<file path="config.mk">
export PLATFORM = sky130hd
export DESIGN_NAME = fifo_fwft_prog
export DESIGN_NICKNAME = d
export VERILOG_FILES = /design/src/rtl/fifo_fwft_prog_pkg.sv /design/src/rtl/fifo_fwft_ram.sv /design/src/rtl/fifo_fwft_prog.sv
export SDC_FILE = /design/constraint.sdc
export NUM_CORES = 1
export LEC_CHECK = 0
export BUFFER_PORTS_ARGS = -buffer_cell sky130_fd_sc_hd__buf_2
export CAP_MARGIN = 20
export CORE_MARGIN = 2
export CORE_UTILIZATION = 65
export DETAILED_ROUTE_END_ITERATION = 8
export HOLD_SLACK_MARGIN = 0.05
export PLACE_DENSITY = 0.86
export SLEW_MARGIN = 15
export SYNTH_ARGS = -nofsm -noshare
export SYNTH_HDL_FRONTEND = slang
export SYNTH_HIERARCHICAL = 1
export SYNTH_SLANG_ARGS = --single-unit
</file>
<file path="constraint.sdc">
create_clock -name i_clk -period 9.4 [get_ports i_clk]
set_clock_uncertainty 0.05 [all_clocks]
set_input_delay 1.41 -clock i_clk [delete_from_list [all_inputs] [get_ports i_clk]]
set_output_delay 1.41 -clock i_clk [all_outputs]
set_load 0.02 [all_outputs]
</file>
<file path="src/rtl/fifo_fwft_prog_pkg.sv">
// Shared types and width helpers for the programmable FWFT/standard FIFO.
package fifo_fwft_prog_pkg;

  // Read-side behaviour of the FIFO
  typedef enum logic [0:0] {
    FIFO_STD  = 1'b0,
    FIFO_FWFT = 1'b1
  } fifo_mode_e;

  // Pointers and the occupancy count carry one extra bit: the pointer wrap bit,
  // which also lets the count reach the full RAM depth (plus the FWFT output word).
  function automatic int unsigned ptr_width(input int unsigned addr_width);
    return addr_width + 1;
  endfunction

endpackage

</file>
<file path="src/rtl/fifo_fwft_ram.sv">
// Simple dual-port RAM: one write port, one synchronous read port with an
// output register that only loads on a read strobe, so the word holds between reads.
module fifo_fwft_ram #(
  parameter int unsigned DataW = 32,
  parameter int unsigned AddrW = 4
) (
  input  logic             i_clk,
  input  logic             i_arst_n,
  input  logic             i_we,
  input  logic [AddrW-1:0] i_waddr,
  input  logic [DataW-1:0] i_wdata,
  input  logic             i_re,
  input  logic [AddrW-1:0] i_raddr,
  output logic [DataW-1:0] o_rdata
);

  logic [DataW-1:0] r_mem [2**AddrW];
  logic [DataW-1:0] r_rdata;

  // Storage array is left unreset so it can map onto block RAM
  always_ff @(posedge i_clk) begin
    if (i_we) begin
      r_mem[i_waddr] <= i_wdata;
    end
  end

  // Registered read port; cleared on reset so dout starts at zero
  always_ff @(posedge i_clk or negedge i_arst_n) begin
    if (!i_arst_n) begin
      r_rdata <= '0;
    end else if (i_re) begin
      r_rdata <= r_mem[i_raddr];
    end
  end

  assign o_rdata = r_rdata;

endmodule

</file>
<file path="src/rtl/fifo_fwft_prog.sv">
// Single-clock FIFO with selectable first-word-fall-through or standard read,
// occupancy count, programmable almost-full/almost-empty and sticky error flags.
module fifo_fwft_prog
  import fifo_fwft_prog_pkg::*;
#(
  parameter int unsigned DATA_WIDTH    = 32,
  parameter int unsigned ADDR_WIDTH    = 4,
  parameter int unsigned FWFT_MODE     = 1,
  parameter int unsigned AFULL_THRESH  = 14,
  parameter int unsigned AEMPTY_THRESH = 2
) (
  input  logic                  i_clk,
  input  logic                  i_arst_n,
  input  logic                  i_wr_en,
  input  logic [DATA_WIDTH-1:0] i_din,
  output logic                  o_full,
  output logic                  o_almost_full,
  input  logic                  i_rd_en,
  output logic [DATA_WIDTH-1:0] o_dout,
  output logic                  o_empty,
  output logic                  o_almost_empty,
  output logic [ADDR_WIDTH:0]   o_count,
  output logic                  o_overflow,
  output logic                  o_underflow,
  input  logic                  i_clr_err
);

  localparam int unsigned     PtrW     = ptr_width(ADDR_WIDTH);
  localparam fifo_mode_e      Mode     = (FWFT_MODE != 0) ? FIFO_FWFT : FIFO_STD;
  localparam logic [PtrW-1:0] AFullTh  = PtrW'(AFULL_THRESH);
  localparam logic [PtrW-1:0] AEmptyTh = PtrW'(AEMPTY_THRESH);

  logic [PtrW-1:0] r_wr_ptr;
  logic [PtrW-1:0] r_rd_ptr;
  logic [PtrW-1:0] r_count;
  logic            r_out_valid;
  logic            r_overflow;
  logic            r_underflow;

  logic w_ram_empty;
  logic w_full;
  logic w_wr_acc;
  logic w_ram_rd;
  logic w_pop;
  logic w_empty;
  logic w_rd_err;

  // Pointer compare, read strobe and pop decode for the selected read mode
  always_comb begin
    w_ram_empty = (r_wr_ptr == r_rd_ptr);
    w_full      = (r_wr_ptr[PtrW-2:0] == r_rd_ptr[PtrW-2:0]) &&
                  (r_wr_ptr[PtrW-1] != r_rd_ptr[PtrW-1]);
    // Full is judged before any concurrent read frees a slot
    w_wr_acc    = i_wr_en & ~w_full;
    if (Mode == FIFO_FWFT) begin
      // Refill the output register whenever it is empty or being consumed
      w_ram_rd = ~w_ram_empty & (~r_out_valid | i_rd_en);
      w_pop    = i_rd_en & r_out_valid;
      w_empty  = ~r_out_valid;
    end else begin
      w_ram_rd = i_rd_en & ~w_ram_empty;
      w_pop    = w_ram_rd;
      w_empty  = w_ram_empty;
    end
    w_rd_err = i_rd_en & w_empty;
  end

  // Pointers, occupancy, output-valid and sticky error flags
  always_ff @(posedge i_clk or negedge i_arst_n) begin
    if (!i_arst_n) begin
      r_wr_ptr    <= '0;
      r_rd_ptr    <= '0;
      r_count     <= '0;
      r_out_valid <= 1'b0;
      r_overflow  <= 1'b0;
      r_underflow <= 1'b0;
    end else begin
      if (w_wr_acc) r_wr_ptr <= r_wr_ptr + 1'b1;
      if (w_ram_rd) r_rd_ptr <= r_rd_ptr + 1'b1;
      // In FWFT the RAM-to-output move is count neutral; only a pop leaves
      unique case ({w_wr_acc, w_pop})
        2'b10:   r_count <= r_count + 1'b1;
        2'b01:   r_count <= r_count - 1'b1;
        default: r_count <= r_count;
      endcase
      if (w_ram_rd)     r_out_valid <= 1'b1;
      else if (i_rd_en) r_out_valid <= 1'b0;
      // A new error in the same cycle as clr_err keeps the flag set
      r_overflow  <= (r_overflow  & ~i_clr_err) | (i_wr_en & w_full);
      r_underflow <= (r_underflow & ~i_clr_err) | w_rd_err;
    end
  end

  fifo_fwft_ram #(
    .DataW (DATA_WIDTH),
    .AddrW (ADDR_WIDTH)
  ) u_ram (
    .i_clk    (i_clk),
    .i_arst_n (i_arst_n),
    .i_we     (w_wr_acc),
    .i_waddr  (r_wr_ptr[PtrW-2:0]),
    .i_wdata  (i_din),
    .i_re     (w_ram_rd),
    .i_raddr  (r_rd_ptr[PtrW-2:0]),
    .o_rdata  (o_dout)
  );

  // Status outputs decode straight from registered state
  always_comb begin
    o_full         = w_full;
    o_empty        = w_empty;
    o_count        = r_count;
    o_almost_full  = (r_count >= AFullTh);
    o_almost_empty = (r_count <= AEmptyTh);
    o_overflow     = r_overflow;
    o_underflow    = r_underflow;
  end

endmodule

</file>
==> flow_summary.yaml <==
status:
  status: "complete, no violations"
placed_design:
  pre_cts_slack_ps: 5220
  port_buffers: 79
  dp_hpwl_um: 23400
  place.gp.congestion: 0.700
synthesis:
  yosysWarnings: 6
  netlist_top_cells_area: "edfxtp_1 70%, mux4_2 12%, dfrtp_1 5.7%"
  syn_area_per_cell_um2: 22.6
  syn_area_um2: 21800
  syn_nets: 1011
  synth_ff_type: "edfxtp_1"
  synth.distinct_cells: 52
  netlist_instances: 967
  async_reset_ff_share_pct: 8.90
  synth_common_cells: "512 x edfxtp_1, 120 x mux4_2, 50 x dfrtp_1, 47 x nor2_1, 32 x mux2i_1"
  ys_seq_area_share_pct: 76.1
  synth_edf_count: 512
  yosysTopAreaCell: "edfxtp_1"
  synth_seq_cells: 562
  yosysMostFrequentCell: "edfxtp_1"
  synthDominantCellAreaShare_pct: 70.4
timing:
  slew_headroom_pct: 23.2
  fin_crit_sh_pct: 42.7
  setup_viol: 0
  tightest_slew_ps: 1150
  clock.fmax_mhz: 249
  fin_ws_ps: 5390
  rsz0062_at_grt: "false"
  hold_viol: 0
  finalSetupTns_ps: 0
  finalMaxSlewViolations: 0
  fin_crit_ps: 4010
drt:
  drc: 0
  drt_iter0_markers: 1412
  ant_nets: 0
  vias_per_cell: 6.93
  wl_per_cell_um: 32.4
  dr.pass1.iters: 6
  routed-via-count: 10900
  wl_um: 50800
clock_network:
  post_cts_buffers: 0
  cts_buffer_depth: 3
  cts_tree: "built"
  clk_latency_ps: 570
  cts_sinks: 562
  h-tree-depth: 2
  cts_resized: 0
  root_buffer: "clkbuf_16"
  clkTransAtPathRegs_ps: 60
  cts-hold-fix-buffers: 0
  cts_made_buffers: 53
final_layout:
  drive_gt1_share_pct: 33.1
  diodes: 0
  final_nets: 1119
  seqCellArea_um2: 16600
  multi_input_comb_area_um2: 4860
  fillCellCount: 1677
  area_delta_synth_final_pct: 13.3
worst_setup_path:
  critPathLaunchType: "flop"
  reg2reg_slack_ps: 5450
  worstPathRequired_ps: 7940
  worst-r2r-cell-count: 6
  crit_start: "r_rd_ptr[3]"
  end_kind: "primary output"
  worst_r2r_endpoint: "u_ram/o_rdata[6]"
  crit_path_end: "o_full"
  crit_type: "reg -> out"
  rr_startpoint: "r_rd_ptr[3]"
  crit_fanout: 69
  worstPathArrival_ps: 2550
global_route:
  grt_overflow_total: 0
  grt_use_total_pct: 28.8
  antenna_found_initial: 0
  grt_max_degree: 70
  grt_pass1_vias: 11100
  grt_pass1_wl_um: 73100
power:
  power_leakage_nw: 8.15
  p_per_area_nw_per_um2: 323
  ir_drop_mv: 0.260
floorplan:
  row_count: 67
  start_util_pct: 65.6
  die_h_um: 187
  die_x_um: 187
  core_area_um2: 33300
  die_area_um2: 35100
  pin_count: 80
min_path:
  hold_path.class: "reg -> reg"
flow_run:
  cap_violations: 0
## through the flow
| stage | std cells | utilization (%) | hold WS [ps] | total power [mW] | instance area, um2 |
|---|---|---|---|---|---|
| floorplan | 967 | - | 452 | 5.04 | 21800 |
| global placement | 1455 | 67.8 | 429 | 5.44 | 22600 |
| detailed placement | 1457 | 68.0 | 442 | 5.55 | 22600 |
| CTS | 1557 | 73.6 | 459 | 7.92 | 24500 |
| global route | 1568 | 74.4 | 489 | 8.25 | 24700 |
| finish | 1568 | 74.4 | 455 | 8.00 | 24700 |
## state kept, by name, indices dropped and copies added (netlist names)
name	cells
o_count	5
o_overflow	1
o_underflow	1
r_out_valid	1
r_rd_ptr	5
r_wr_ptr	5
u_ram/o_rdata	32
u_ram/r_mem	512
## how the worst min path moves through the flow
stage / start / endpoint / slack [ps] / cells past startpoint
final: o_overflow / o_overflow / 460 / 1
after global routing: o_overflow / o_overflow / 490 / 1
after CTS: o_overflow / o_overflow / 460 / 1
after detailed placement: o_overflow / o_overflow / 440 / 1
after global placement: o_underflow / o_underflow / 430 / 1
after floorplan: r_rd_ptr[4] / r_rd_ptr[4] / 450 / 1
## worst max-delay path: stages, from the launching register on
cell and delay [ps]:
dfrtp_4 1150, xnor2_2 210, nand4_4 210, nor2_1 180
buf_2 190
## report_power, final
| group | switching [mW] | internal, mW | leakage [nW] | total, mW |
|---|---|---|---|---|
| combinational | 1.27 | 1.01 | 2.05 | 2.28 |
| clock | 0.909 | 1.38 | 0.911 | 2.29 |
| sequential | 0.333 | 3.09 | 5.19 | 3.43 |
## cells in the final DEF, fill, tap and decap left out, types with 2 or more instances in the layout
cell type   count
a21oi_1         2
a221oi_1        9
a221oi_2       23
a22o_1          2
and3_1          3
buf_12          7
buf_16          6
buf_2          79
buf_4          12
bufinv_16      10
clkbuf_1       13
clkbuf_16      55
clkbuf_8        4
clkinv_1        7
clkinv_2        7
clkinvlp_4      2
dfrtp_1        47
dfrtp_4         3
edfxtp_1      512
ha_1            6
inv_1           6
mux2_2          2
mux2i_1        32
mux4_1          8
mux4_2        120
nand2_1         6
nand2b_1        3
nand3b_1        2
nor2_1         35
nor2_4         12
nor3_2          4
o211ai_1        6
o21ai_0         4
o22ai_1        22
o22ai_2        10
xnor2_1        12
xnor2_2         3
xor2_1          2
## metal layers
layer	vias up	GRT usage, %	part of all wire, %
met1	5669	39.2	36
met3	127	4.95	8.5
li1	4299	-	-
met4	0	12.4	4.4
met2	767	47.2	51
met5	-	0	0
## kinds of logic after synthesis
| kind of cell | Yosys count | synth area share, % |
|---|---|---|
| flip-flops | 562 | 76.1 |
| buffers and inverters | 57 | 2.15 |
| adder cells (fa/ha/maj) | 7 | 0.435 |
| XOR/XNOR | 17 | 0.785 |
| AND/OR/NAND/NOR | 77 | 1.68 |
| AO/OA/AOI/OAI | 84 | 3.87 |
| multiplexers | 163 | 15.0 |
## final cells by class
cell class | count | area share [%]
inverters | 6 | 0.0910
flip-flops and latches | 562 | 67.2
multi-input cells | 348 | 19.6
repair buffers | 104 | 3.20
clock buffers | 72 | 5.98
clock inverters | 28 | 1.59
well taps | 448 | 2.27
Power figures use the tool's default switching activity.
